$ cat config.mk
export PLATFORM = sky130hd
export DESIGN_NAME = alu_op_scheduler
export DESIGN_NICKNAME = d
export VERILOG_FILES = /design/src/rtl/alu_op_scheduler.sv
export SDC_FILE = /design/constraint.sdc
export NUM_CORES = 1
export LEC_CHECK = 0
export BUFFER_PORTS_ARGS = -buffer_cell sky130_fd_sc_hd__buf_2
export CELL_PAD_IN_SITES_DETAIL_PLACEMENT = 2
export CELL_PAD_IN_SITES_GLOBAL_PLACEMENT = 2
export CORE_MARGIN = 2
export CORE_UTILIZATION = 26
export CTS_BUF_LIST = sky130_fd_sc_hd__clkbuf_8
export CTS_CLUSTER_SIZE = 24
export DETAILED_ROUTE_END_ITERATION = 7
export PLACE_DENSITY = 0.79
export SETUP_SLACK_MARGIN = 0.1
export SYNTH_ARGS = -nofsm -noshare
export SYNTH_HDL_FRONTEND = slang
export SYNTH_SLANG_ARGS = --single-unit
export TNS_END_PERCENT = 5
$ cat constraint.sdc
create_clock -name clk -period 1.5 [get_ports clk]
set_input_delay 0.3 -clock clk [delete_from_list [all_inputs] [get_ports clk]]
set_output_delay 0.3 -clock clk [all_outputs]
set_load 0.005 [all_outputs]
$ cat src/rtl/alu_op_scheduler.sv
// alu_op_scheduler: shares one registered four-function ALU between two
// requesters with round-robin arbitration, one operation in flight at a time.
// ALU selects and operands are driven only in ISSUE and held at zero
// otherwise. Divide-by-zero is trapped without touching the ALU.
//
// state | meaning
// IDLE  | arbitrate; accept one request
// ISSUE | drive ALU operands and the one-hot select for one cycle
// WAIT  | ALU result registered; capture it into the response register
// RESP  | hold response until rsp_ready
module alu_op_scheduler #(
  parameter int W = 4
) (
  input  logic           clk,
  input  logic           rst,
  input  logic           req0_valid,
  input  logic [1:0]     req0_op,
  input  logic [W-1:0]   req0_a,
  input  logic [W-1:0]   req0_b,
  output logic           req0_ready,
  input  logic           req1_valid,
  input  logic [1:0]     req1_op,
  input  logic [W-1:0]   req1_a,
  input  logic [W-1:0]   req1_b,
  output logic           req1_ready,
  output logic [W-1:0]   alu_a,
  output logic [W-1:0]   alu_b,
  output logic           alu_sel1,
  output logic           alu_sel2,
  output logic           alu_sel3,
  output logic           alu_sel4,
  input  logic [2*W-1:0] alu_out,
  output logic           rsp_valid,
  output logic           rsp_id,
  output logic [2*W-1:0] rsp_data,
  output logic           rsp_err,
  input  logic           rsp_ready
);

  typedef enum logic [1:0] {IDLE, ISSUE, WAIT, RESP} state_t;

  state_t         state_q, state_d;
  logic           last_q, last_d;
  logic           id_q, id_d;
  logic [1:0]     op_q, op_d;
  logic [W-1:0]   a_q, a_d;
  logic [W-1:0]   b_q, b_d;
  logic           err_q, err_d;
  logic [2*W-1:0] data_q, data_d;

  logic           grant0, grant1;
  logic [3:0]     sel;

  // Round-robin grant: on a tie the requester not granted last wins.
  always_comb begin
    grant0 = 1'b0;
    grant1 = 1'b0;
    if (req0_valid && req1_valid) begin
      grant0 = last_q;
      grant1 = ~last_q;
    end else begin
      grant0 = req0_valid;
      grant1 = req1_valid;
    end
  end

  assign req0_ready = (state_q == IDLE) & grant0;
  assign req1_ready = (state_q == IDLE) & grant1;

  assign alu_sel1 = sel[0];
  assign alu_sel2 = sel[1];
  assign alu_sel3 = sel[2];
  assign alu_sel4 = sel[3];

  assign rsp_id   = id_q;
  assign rsp_data = data_q;
  assign rsp_err  = err_q;

  // Next-state, operand latching and ALU/response drive.
  always_comb begin
    state_d   = state_q;
    last_d    = last_q;
    id_d      = id_q;
    op_d      = op_q;
    a_d       = a_q;
    b_d       = b_q;
    err_d     = err_q;
    data_d    = data_q;
    alu_a     = '0;
    alu_b     = '0;
    sel       = 4'b0000;
    rsp_valid = 1'b0;
    unique case (state_q)
      IDLE: begin
        if (grant0 || grant1) begin
          id_d    = grant1;
          last_d  = grant1;
          op_d    = grant1 ? req1_op : req0_op;
          a_d     = grant1 ? req1_a : req0_a;
          b_d     = grant1 ? req1_b : req0_b;
          // Trap decided at accept so ISSUE can keep the ALU fully quiet.
          err_d   = (op_d == 2'b10) && (b_d == '0);
          state_d = ISSUE;
        end
      end
      ISSUE: begin
        if (!err_q) begin
          alu_a = a_q;
          alu_b = b_q;
          sel   = 4'b0001 << op_q;
        end
        state_d = WAIT;
      end
      WAIT: begin
        data_d  = err_q ? '0 : alu_out;
        state_d = RESP;
      end
      RESP: begin
        rsp_valid = 1'b1;
        if (rsp_ready) state_d = IDLE;
      end
      default: state_d = IDLE;
    endcase
  end

  // State and datapath registers; reset drops any in-flight operation.
  always_ff @(posedge clk or posedge rst) begin
    if (rst) begin
      state_q <= IDLE;
      last_q  <= 1'b1;
      id_q    <= 1'b0;
      op_q    <= 2'b00;
      a_q     <= '0;
      b_q     <= '0;
      err_q   <= 1'b0;
      data_q  <= '0;
    end else begin
      state_q <= state_d;
      last_q  <= last_d;
      id_q    <= id_d;
      op_q    <= op_d;
      a_q     <= a_d;
      b_q     <= b_d;
      err_q   <= err_d;
      data_q  <= data_d;
    end
  end

endmodule
==> flow_metrics.env, run 1 <==
export IMPL_fillers=504
export IMPL_core_area_mm2=0.00438
export IMPL_cp_start_kind="register"
export IMPL_maxSlewViolCount=0
export IMPL_rsz0062_at_grt="yes"
export IMPL_drc_errors=0
export IMPL_grt_max_degree=24
export IMPL_skew_ps=2.70
export IMPL_crit_path_cell_trace="inv_2 -> ha_4 -> nor2b_4 -> buf_6 -> nor3b_2 -> buf_2"
export IMPL_fmax_mhz=571
export IMPL_arrival_ps=1450
export IMPL_first_pass_iters=4
export IMPL_worst_slew_pin_slew_ps=549
export IMPL_synth_area_mm2=0.00118
export IMPL_crit_slowest_cell="dfrtp_1"
export IMPL_stdcell_area_mm2=0.00170
export IMPL_post_dp_hpwl_um=3000
export IMPL_setup_violations=23
export IMPL_routed_wl_um=4000
export IMPL_nNetsFinal=229
export IMPL_drtIter0Drc=19
export IMPL_hp_class="input port to asynchronous set/reset pin"
export IMPL_ys_ff_latch=23
export IMPL_cts_max_level=1
export IMPL_syn2layout_area_growth_pct=43.8
export IMPL_grt_pass1_wl_um=6460
export IMPL_synth_top_area_cell="dfrtp_1"
export IMPL_critPathCaptureType="output port"
export IMPL_post_route_period_util=1.17
export IMPL_vias=1128
export IMPL_cp_top_family="flip-flops"
export IMPL_synth_cells=126
export IMPL_antenna_found_initial=0
export IMPL_cts_tree="built"
export IMPL_vias_per_cell=4.64
export IMPL_cts_buffers=3
export IMPL_die_y_um=71.5
export IMPL_grt_pass1_vias=1313
export IMPL_finalPower_w=0.00310
export IMPL_wl_per_cell_um=16.5
export IMPL_maxCapViolCount=0
export IMPL_die_area_mm2=0.00511
export IMPL_p_leak_nw=0.932
export IMPL_clock_root_buffer="clkbuf_8"
export IMPL_routabilityCongestion=0.756
export IMPL_violations="negative setup slack"
export IMPL_outcome="finished with violations"
export IMPL_critPathMaxFanout=6
export IMPL_holdWs_ps=65.7
export IMPL_critPathBufInv=3
export IMPL_diodes=0
export IMPL_hold_buffers=0
export IMPL_cts_sinks=23
export IMPL_overflow=0
export IMPL_clk_latency_ps=260
export IMPL_yosys_top_cells_area="dfrtp_1, mux2i_1, o21ai_0, nand2_1, inv_1"
export IMPL_finalHoldViolCount=0
export IMPL_slowest_delay_ps=410
export IMPL_die_w_um=71.5
export IMPL_drt_antenna_violating_nets=0
export IMPL_critical_path_class="register to output port"
export IMPL_num_rows=24
export IMPL_clkTransAtPathRegs_ps=80
export IMPL_setup_tns_ps=-3680
export IMPL_placed_area_mm2=0.00157
export IMPL_grt_usage=0.164
export IMPL_critPathRequiredTime_ps=1200
export IMPL_yosysWarnings=0
export IMPL_initial_core_util=0.270
export IMPL_powerDensity_mw_per_mm2=1820
export IMPL_dp_slack_ps=-80.1
export IMPL_finalWorstSetupSlack_ps=-252
export IMPL_synth_top_area_frac=0.465
export IMPL_avgSynthCellArea_um2=9.40
export IMPL_clockBufferDepth=2
export IMPL_yosysSeqAreaShare=0.487
export IMPL_maxSlewHeadroom=0.634
export IMPL_yosysUniqueCellTypes=23
export IMPL_vdd_ir_drop_max_v=0.000651
export IMPL_syn_num_nets=163
export IMPL_portBuffers=57
export IMPL_io_pins=58
export IMPL_drive_gt1_frac=0.435
export IMPL_period_needed_ps=1750
cell usage in the layout (no fill, tap or decap), types with 3 or more instances in the layout:
cell type	netlist	layout
buf_4	1	7
mux2i_1	10	10
and2_1	8	8
buf_2	1	57
clkbuf_8	0	3
nand2_1	20	20
nor2_1	4	4
inv_1	14	13
dfrtp_1	22	21
o21ai_0	20	18
flip-flops by register name, indices dropped and copies added, names as in the netlist:
register,flops
rsp_data,8
a_q,4
b_q,4
op_q,2
state_q,2
last_q,1
rsp_err,1
rsp_id,1
layer usage:
layer | vias to the layer above | global-route usage | share of wire
li1 | 544 | - | -
met1 | 555 | 0.190 | 0.40
met2 | 23 | 0.302 | 0.56
met3 | 6 | 0.0253 | 0.028
met4 | 0 | 0.0587 | 0.015
met5 | - | 0 | 0
power breakdown:
| part | total (W) | switching, W | internal, W |
|---|---|---|---|
| combinational | 0.00158 | 0.000814 | 0.000770 |
| sequential | 0.00113 | 0.000196 | 0.000933 |
| clock | 0.000388 | 0.000203 | 0.000185 |
area by class of cell:
type	count	area, um2	area share
Clock buffer	3	41.3	0.0242
Sequential cell	23	578	0.339
Clock inverter	1	5.00	0.00294
Tap cell	52	65.1	0.0382
Timing Repair Buffer	67	380	0.223
Multi-Input combinational cell	83	582	0.341
Inverter	14	52.6	0.0308
through the flow:
step                instances  utilization
CTS                       243        0.387
detailed placement        235        0.358
finish                    243        0.389
global placement          235        0.358
global route              243        0.389
floorplan                 126            -
Yosys cell counts, drive strengths merged:
master and instances:
mux2i 10, a21bo 1, clkbuf 4, buf 2
a2bb2oi 1, a22o 1, nand2 20, mux2 1
nor3b 1, dfrtp 22, ha 4, and3 2
and2 8, o41ai 1, dfstp 1, nor4 2
o32a 2, o21ai 20, a21oi 1, inv 14
nor2 4, nor2b 4
path summary, 6_finish.rpt:
kind | start | to | slack [ps] | depth (start not counted)
setup / recovery | state_q[1] | alu_sel1 | -250 | 6
hold / removal | rst | op_q[1] | 70 | 3
setup reg to reg | state_q[0] | rsp_data[3] | -110 | 5
max in group asynchronous | rst | last_q | 1160 | 3
hold reg to reg | a_q[0] | a_q[0] | 480 | 2
min in group clk | alu_out[2] | rsp_data[2] | 240 | 3
cells by family after synthesis:
logic type                 Yosys count  synth area share
adders and majority gates            4            0.0422
buffers and inverters               20            0.0676
and+or+nand+nor                     41             0.167
AOI/OAI and AO/OA                   27             0.143
muxes                               11            0.0940
DFF                                 23             0.487
timing repair:
item                                    in CTS  in global routing
cloned                                       1                  0
endpoints found under the setup margin      34                 37
buffers inserted                             3                  0
pin swaps                                    0                  2
resized for setup                           13                  4
tightest hold or removal path: cells and delay by family:
| family | cells | cell delay (ps) |
|---|---|---|
| buffers and inverters | 3 | 430 |
(Power assumes the default switching activity.)
==> run 2, diff against run 1 <==
--- a/config.mk
+++ b/config.mk
@@ -11,9 +11,9 @@
 export CORE_MARGIN = 2
 export CORE_UTILIZATION = 26
 export CTS_BUF_LIST = sky130_fd_sc_hd__clkbuf_8
-export CTS_CLUSTER_SIZE = 24
 export DETAILED_ROUTE_END_ITERATION = 7
 export PLACE_DENSITY = 0.79
+export REMOVE_ABC_BUFFERS = 1
 export SETUP_SLACK_MARGIN = 0.1
 export SYNTH_ARGS = -nofsm -noshare
 export SYNTH_HDL_FRONTEND = slang
==> constraint.sdc (replaced) <==
create_clock -name clk -period 1.5 [get_ports clk]
set_input_delay 0.225 -clock clk [delete_from_list [all_inputs] [get_ports clk]]
set_output_delay 0.225 -clock clk [all_outputs]
set_load 0.005 [all_outputs]
==> flow_metrics.env, run 2 (synthesized netlist as in run 1, its figures left out) <==
export IMPL_finalWorstSetupSlack_ps=-184
export IMPL_wl_per_cell_um=15.8
export IMPL_hp_class="input port to asynchronous set/reset pin"
export IMPL_critPathCaptureType="output port"
export IMPL_overflow=0
export IMPL_critical_path_class="register to output port"
export IMPL_hold_buffers=0
export IMPL_io_pins=58
export IMPL_critPathRequiredTime_ps=1270
export IMPL_vias_per_cell=4.67
export IMPL_rr_endpoint="state_q[1]"
export IMPL_maxCapViolCount=0
export IMPL_maxSlewHeadroom=0.775
export IMPL_core_area_mm2=0.00438
export IMPL_final_cell_mix="buf_2, dfrtp_1, nand2_1"
export IMPL_holdWs_ps=-2.99
export IMPL_drive_gt1_frac=0.450
export IMPL_violations="negative hold slack, negative setup slack"
export IMPL_drc_errors=0
export IMPL_reg2reg_slack_ps=-70
export IMPL_dp_slack_ps=-33.1
export IMPL_routabilityCongestion=0.709
export IMPL_largest_reg_flops=8
export IMPL_p_leak_nw=0.921
export IMPL_portBuffers=57
export IMPL_post_dp_hpwl_um=2970
export IMPL_clockBufferDepth=2
export IMPL_antenna_found_initial=0
export IMPL_diodes=0
export IMPL_routed_wl_um=3830
export IMPL_finalHoldViolCount=9
export IMPL_grt_pass1_wl_um=6300
export IMPL_cp_endpoint="alu_sel2"
export IMPL_critPathMaxFanout=6
export IMPL_cp_start_kind="register"
export IMPL_initial_core_util=0.270
export IMPL_num_rows=24
export IMPL_grt_usage=0.159
export IMPL_arrival_ps=1460
export IMPL_clock_root_buffer="clkbuf_8"
export IMPL_final_common_cell="buf_2"
export IMPL_die_w_um=71.5
export IMPL_setup_violations=15
export IMPL_skew_ps=3.52
export IMPL_startpoint="state_q[1]"
export IMPL_die_area_mm2=0.00511
export IMPL_syn2layout_area_growth_pct=43.4
export IMPL_drtIter0Drc=40
export IMPL_r2r_start="state_q[0]"
export IMPL_setup_tns_ps=-2110
export IMPL_worst_slew_pin_slew_ps=337
export IMPL_post_route_period_util=1.12
export IMPL_grt_max_degree=24
export IMPL_cts_max_level=1
export IMPL_die_y_um=71.5
export IMPL_cts_buffers=3
export IMPL_drt_antenna_violating_nets=0
export IMPL_first_pass_iters=3
export IMPL_vdd_ir_drop_max_v=0.000569
export IMPL_rsz0062_at_grt="yes"
export IMPL_clkTransAtPathRegs_ps=80
export IMPL_outcome="finished with violations"
export IMPL_vias=1135
export IMPL_grt_pass1_vias=1294
export IMPL_fmax_mhz=594
export IMPL_clk_latency_ps=260
export IMPL_nNetsFinal=229
export IMPL_maxSlewViolCount=0
export IMPL_cts_tree="built"
export IMPL_powerDensity_mw_per_mm2=1780
export IMPL_cts_sinks=23
export IMPL_period_needed_ps=1680
export IMPL_r2r_cells=5
## run 2: cell counts in the layout (fill, tap and decap cells not counted)
No cell type changed its count.
## run 2: per-layer routing
metal	track usage	routed length (um)	up-vias
li1	-	-	543
met1	0.184	1540	555
met2	0.296	2070	33
met3	0.0239	168	4
met4	0.0545	55	0
met5	0	0	-
## run 2: area by class of cell
cell class                      count  area, um2
Clock inverter                      1       5.00
Multi-Input combinational cell     83        581
Sequential cell                    23        578
Tap cell                           52       65.1
Clock buffer                        3       41.3
Timing Repair Buffer               67        377
Fill cell                         522       2690
Inverter                           14       52.6
## run 2: repair_timing
| item | in CTS | in global routing |
|---|---|---|
| buffers inserted | 3 | 0 |
| resized for setup | 15 | 6 |
| pin swaps | 1 | 0 |
| endpoints found under the setup margin | 33 | 37 |
| cloned | 1 | 0 |
## run 2: critical path: stages (launching register included)
cell and delay, ps:
dfrtp_1 410, inv_2 90, ha_4 120, nor2b_4 160, buf_6 130, nand2_1 60
nor2_1 100, buf_2 120
## run 2: worst min path at each step
stage | startpoint | end | slack [ps] | depth (start not counted)
floorplan | rst | a_q[0] | 230 | 1
global placement | rst | rsp_data[1] | 280 | 3
detailed placement | rst | rsp_data[1] | 290 | 3
CTS | rst | rsp_data[4] | 4 | 3
global route | rst | rsp_data[6] | 20 | 3
finish | rst | rsp_data[1] | -3 | 3
## run 2: power breakdown
group | internal [W] | leakage [nW] | switching, W
clock | 0.000185 | 0.0255 | 0.000195
sequential | 0.000932 | 0.278 | 0.000202
combinational | 0.000739 | 0.617 | 0.000768
total | 0.00186 | 0.921 | 0.00116
## run 2: stage by stage
| step | instance area [um2] | power (W) | instances | hold WS [ps] | util |
|---|---|---|---|---|---|
| after floorplan | 1160 | 0.00180 | 120 | 226 | - |
| after global placement | 1550 | 0.00230 | 235 | 280 | 0.354 |
| after detailed placement | 1550 | 0.00243 | 235 | 286 | 0.354 |
| after CTS | 1690 | 0.00300 | 243 | 3.95 | 0.385 |
| after global routing | 1700 | 0.00332 | 243 | 24.2 | 0.388 |
| final | 1700 | 0.00302 | 243 | -2.99 | 0.388 |
==> run 3, diff against run 2 <==
--- a/config.mk
+++ b/config.mk
@@ -5,14 +5,15 @@
 export SDC_FILE = /design/constraint.sdc
 export NUM_CORES = 1
 export LEC_CHECK = 0
+export ABC_AREA = 1
 export BUFFER_PORTS_ARGS = -buffer_cell sky130_fd_sc_hd__buf_2
 export CELL_PAD_IN_SITES_DETAIL_PLACEMENT = 2
 export CELL_PAD_IN_SITES_GLOBAL_PLACEMENT = 2
 export CORE_MARGIN = 2
-export CORE_UTILIZATION = 26
+export CORE_UTILIZATION = 25
 export CTS_BUF_LIST = sky130_fd_sc_hd__clkbuf_8
 export DETAILED_ROUTE_END_ITERATION = 7
-export PLACE_DENSITY = 0.79
+export PLACE_DENSITY_LB_ADDON = 0.2
 export REMOVE_ABC_BUFFERS = 1
 export SETUP_SLACK_MARGIN = 0.1
 export SYNTH_ARGS = -nofsm -noshare
==> flow_metrics.env, run 3 <==
export IMPL_synth_top_area_cell="dfrtp_1"
export IMPL_period_needed_ps=1590
export IMPL_cp_start_kind="register"
export IMPL_drc_errors=0
export IMPL_critPathRequiredTime_ps=1270
export IMPL_fmax_mhz=629
export IMPL_routabilityCongestion=0.760
export IMPL_violations="negative hold slack, negative setup slack"
export IMPL_portBuffers=57
export IMPL_setup_violations=11
export IMPL_finalWorstSetupSlack_ps=-90.6
export IMPL_drtIter0Drc=15
export IMPL_grt_pass1_wl_um=7160
export IMPL_grt_usage=0.171
export IMPL_clkTransAtPathRegs_ps=80
export IMPL_synth_edf_count=0
export IMPL_synth_compound_area_frac=0.102
export IMPL_avgSynthCellArea_um2=7.68
export IMPL_die_area_mm2=0.00559
export IMPL_dp_slack_ps=-39.7
export IMPL_p_leak_nw=0.974
export IMPL_r2r_cells=8
export IMPL_io_pins=58
export IMPL_grt_pass1_vias=1490
export IMPL_overflow=0
export IMPL_wl_per_cell_um=15.0
export IMPL_rr_endpoint="rsp_err"
export IMPL_stdcell_area_mm2=0.00186
export IMPL_skew_ps=0.743
export IMPL_post_route_period_util=1.06
export IMPL_cts_max_level=1
export IMPL_vias=1347
export IMPL_synthTopCellsByCount="inv_1, nand2_1, dfrtp_1"
export IMPL_drive_gt1_frac=0.434
export IMPL_largest_reg_flops=8
export IMPL_synth_cells=163
export IMPL_antenna_found_initial=0
export IMPL_cts_tree="built"
export IMPL_critPathCaptureType="output port"
export IMPL_cts_buffers=3
export IMPL_die_y_um=74.7
export IMPL_nNetsFinal=266
export IMPL_yosysWarnings=0
export IMPL_synthMuxAreaShare=0
export IMPL_num_rows=25
export IMPL_arrival_ps=1370
export IMPL_clk_latency_ps=270
export IMPL_yosysSeqAreaShare=0.461
export IMPL_initial_core_util=0.261
export IMPL_routed_wl_um=4410
export IMPL_clockBufferDepth=2
export IMPL_synth_top_area_frac=0.440
export IMPL_slowest_delay_ps=400
export IMPL_cts_sinks=23
export IMPL_core_area_mm2=0.00479
export IMPL_finalHoldViolCount=22
export IMPL_crit_path_cell_trace="inv_2 -> ha_4 -> inv_2 -> nor4_1 -> buf_2"
export IMPL_drt_antenna_violating_nets=0
export IMPL_reg2reg_slack_ps=80
export IMPL_final_cell_mix="buf_2, inv_1, nand2_1"
export IMPL_maxSlewHeadroom=0.794
export IMPL_yosys_top_cells_area="dfrtp_1, inv_1, nand2_1, nand3_1, o21ai_0"
export IMPL_critPathMaxFanout=4
export IMPL_yosysUniqueCellTypes=23
export IMPL_clock_root_buffer="clkbuf_8"
export IMPL_maxCapViolCount=0
export IMPL_r2r_start="state_q[0]"
export IMPL_outcome="finished with violations"
export IMPL_diodes=0
export IMPL_worst_slew_pin_slew_ps=309
export IMPL_placed_area_mm2=0.00162
export IMPL_post_dp_hpwl_um=3230
export IMPL_async_flop_share=1.00
export IMPL_die_w_um=74.7
export IMPL_synthAdderAreaFrac=0.0400
export IMPL_first_pass_iters=2
export IMPL_synth_top_family_by_area="simple AND/OR/NAND/NOR gates"
export IMPL_setup_tns_ps=-367
export IMPL_powerDensity_mw_per_mm2=1830
export IMPL_hp_class="input port to asynchronous set/reset pin"
export IMPL_rsz0062_at_grt="yes"
export IMPL_maxSlewViolCount=0
export IMPL_cp_common_cell="inv_2"
export IMPL_critical_path_class="register to output port"
export IMPL_syn2layout_area_growth_pct=49.0
export IMPL_grt_max_degree=24
export IMPL_vias_per_cell=4.57
export IMPL_synth_simple_area_share=0.265
export IMPL_crit_slowest_cell="dfrtp_1"
export IMPL_holdWs_ps=-17.3
export IMPL_yosysMostFrequentCell="inv_1"
export IMPL_ys_ff_latch=23
export IMPL_synth_xor_area_frac=0
export IMPL_synth_main_ff_cell="dfrtp_1"
export IMPL_final_common_cell="buf_2"
export IMPL_synth_area_mm2=0.00125
export IMPL_vdd_ir_drop_max_v=0.000593
-- run 3: cell families after synthesis --
| family | Yosys count |
|---|---|
| flip-flops | 23 |
| adder cells (fa/ha/maj) | 4 |
| AO/OA/AOI/OAI | 24 |
| AND/OR/NAND/NOR | 72 |
| buffers and inverters | 40 |
-- run 3: how the worst max path moves through the flow --
stage,slack [ps],start,end,depth (start not counted)
3_5_place_dp,-40,state_q[1],b_q[1],7
2_1_floorplan,-10,state_q[0],b_q[1],7
3_3_place_gp,90,state_q[1],alu_a[2],5
4_1_cts,-80,state_q[1],alu_sel3,5
6_report,-90,state_q[1],alu_sel2,5
5_1_grt,-160,state_q[1],alu_sel1,5
-- run 3: what timing repair did --
action,4_1_cts,5_1_grt
gates resized for setup,23,16
pin swaps,2,4
buffers inserted,5,0
endpoints found under the setup margin,29,35
hold buffers,0,0
-- run 3: per-stage QoR --
stage	total power (W)	std cells	utilization
after detailed placement	0.00255	286	0.339
final	0.00341	295	0.390
after global placement	0.00241	286	0.339
after CTS	0.00323	295	0.374
after global routing	0.00372	295	0.390
after floorplan	0.00190	157	-
-- run 3: final cells by class --
cell class | instances | area, um2
clock buffer | 3 | 41.3
clock inverter | 1 | 5.00
sequential | 23 | 579
fill | 578 | 2920
tap | 67 | 83.8
multi-input combinational | 100 | 657
inverter | 34 | 130
timing repair buffer | 67 | 368
-- run 3: layer usage --
layer / wire [um] / share of wire / GRT usage / vias up
li1: - / - / - / 639
met1: 1630 / 0.37 / 0.182 / 664
met2: 2550 / 0.58 / 0.345 / 39
met3: 206 / 0.047 / 0.0348 / 5
met4: 28 / 0.0063 / 0.0298 / 0
met5: 0 / 0 / 0 / -
-- run 3: critical path: cells and delay by family (launching register included) --
kind	cells	cell delay, ps
flip-flops	1	400
AND/OR/NAND/NOR	1	160
adder cells (fa/ha/maj)	1	170
buffers and inverters	3	370
-- run 3: power by group --
group | internal [W] | switching (W)
clock network | 0.000186 | 0.000211
logic | 0.000791 | 0.00104
registers | 0.000938 | 0.000240
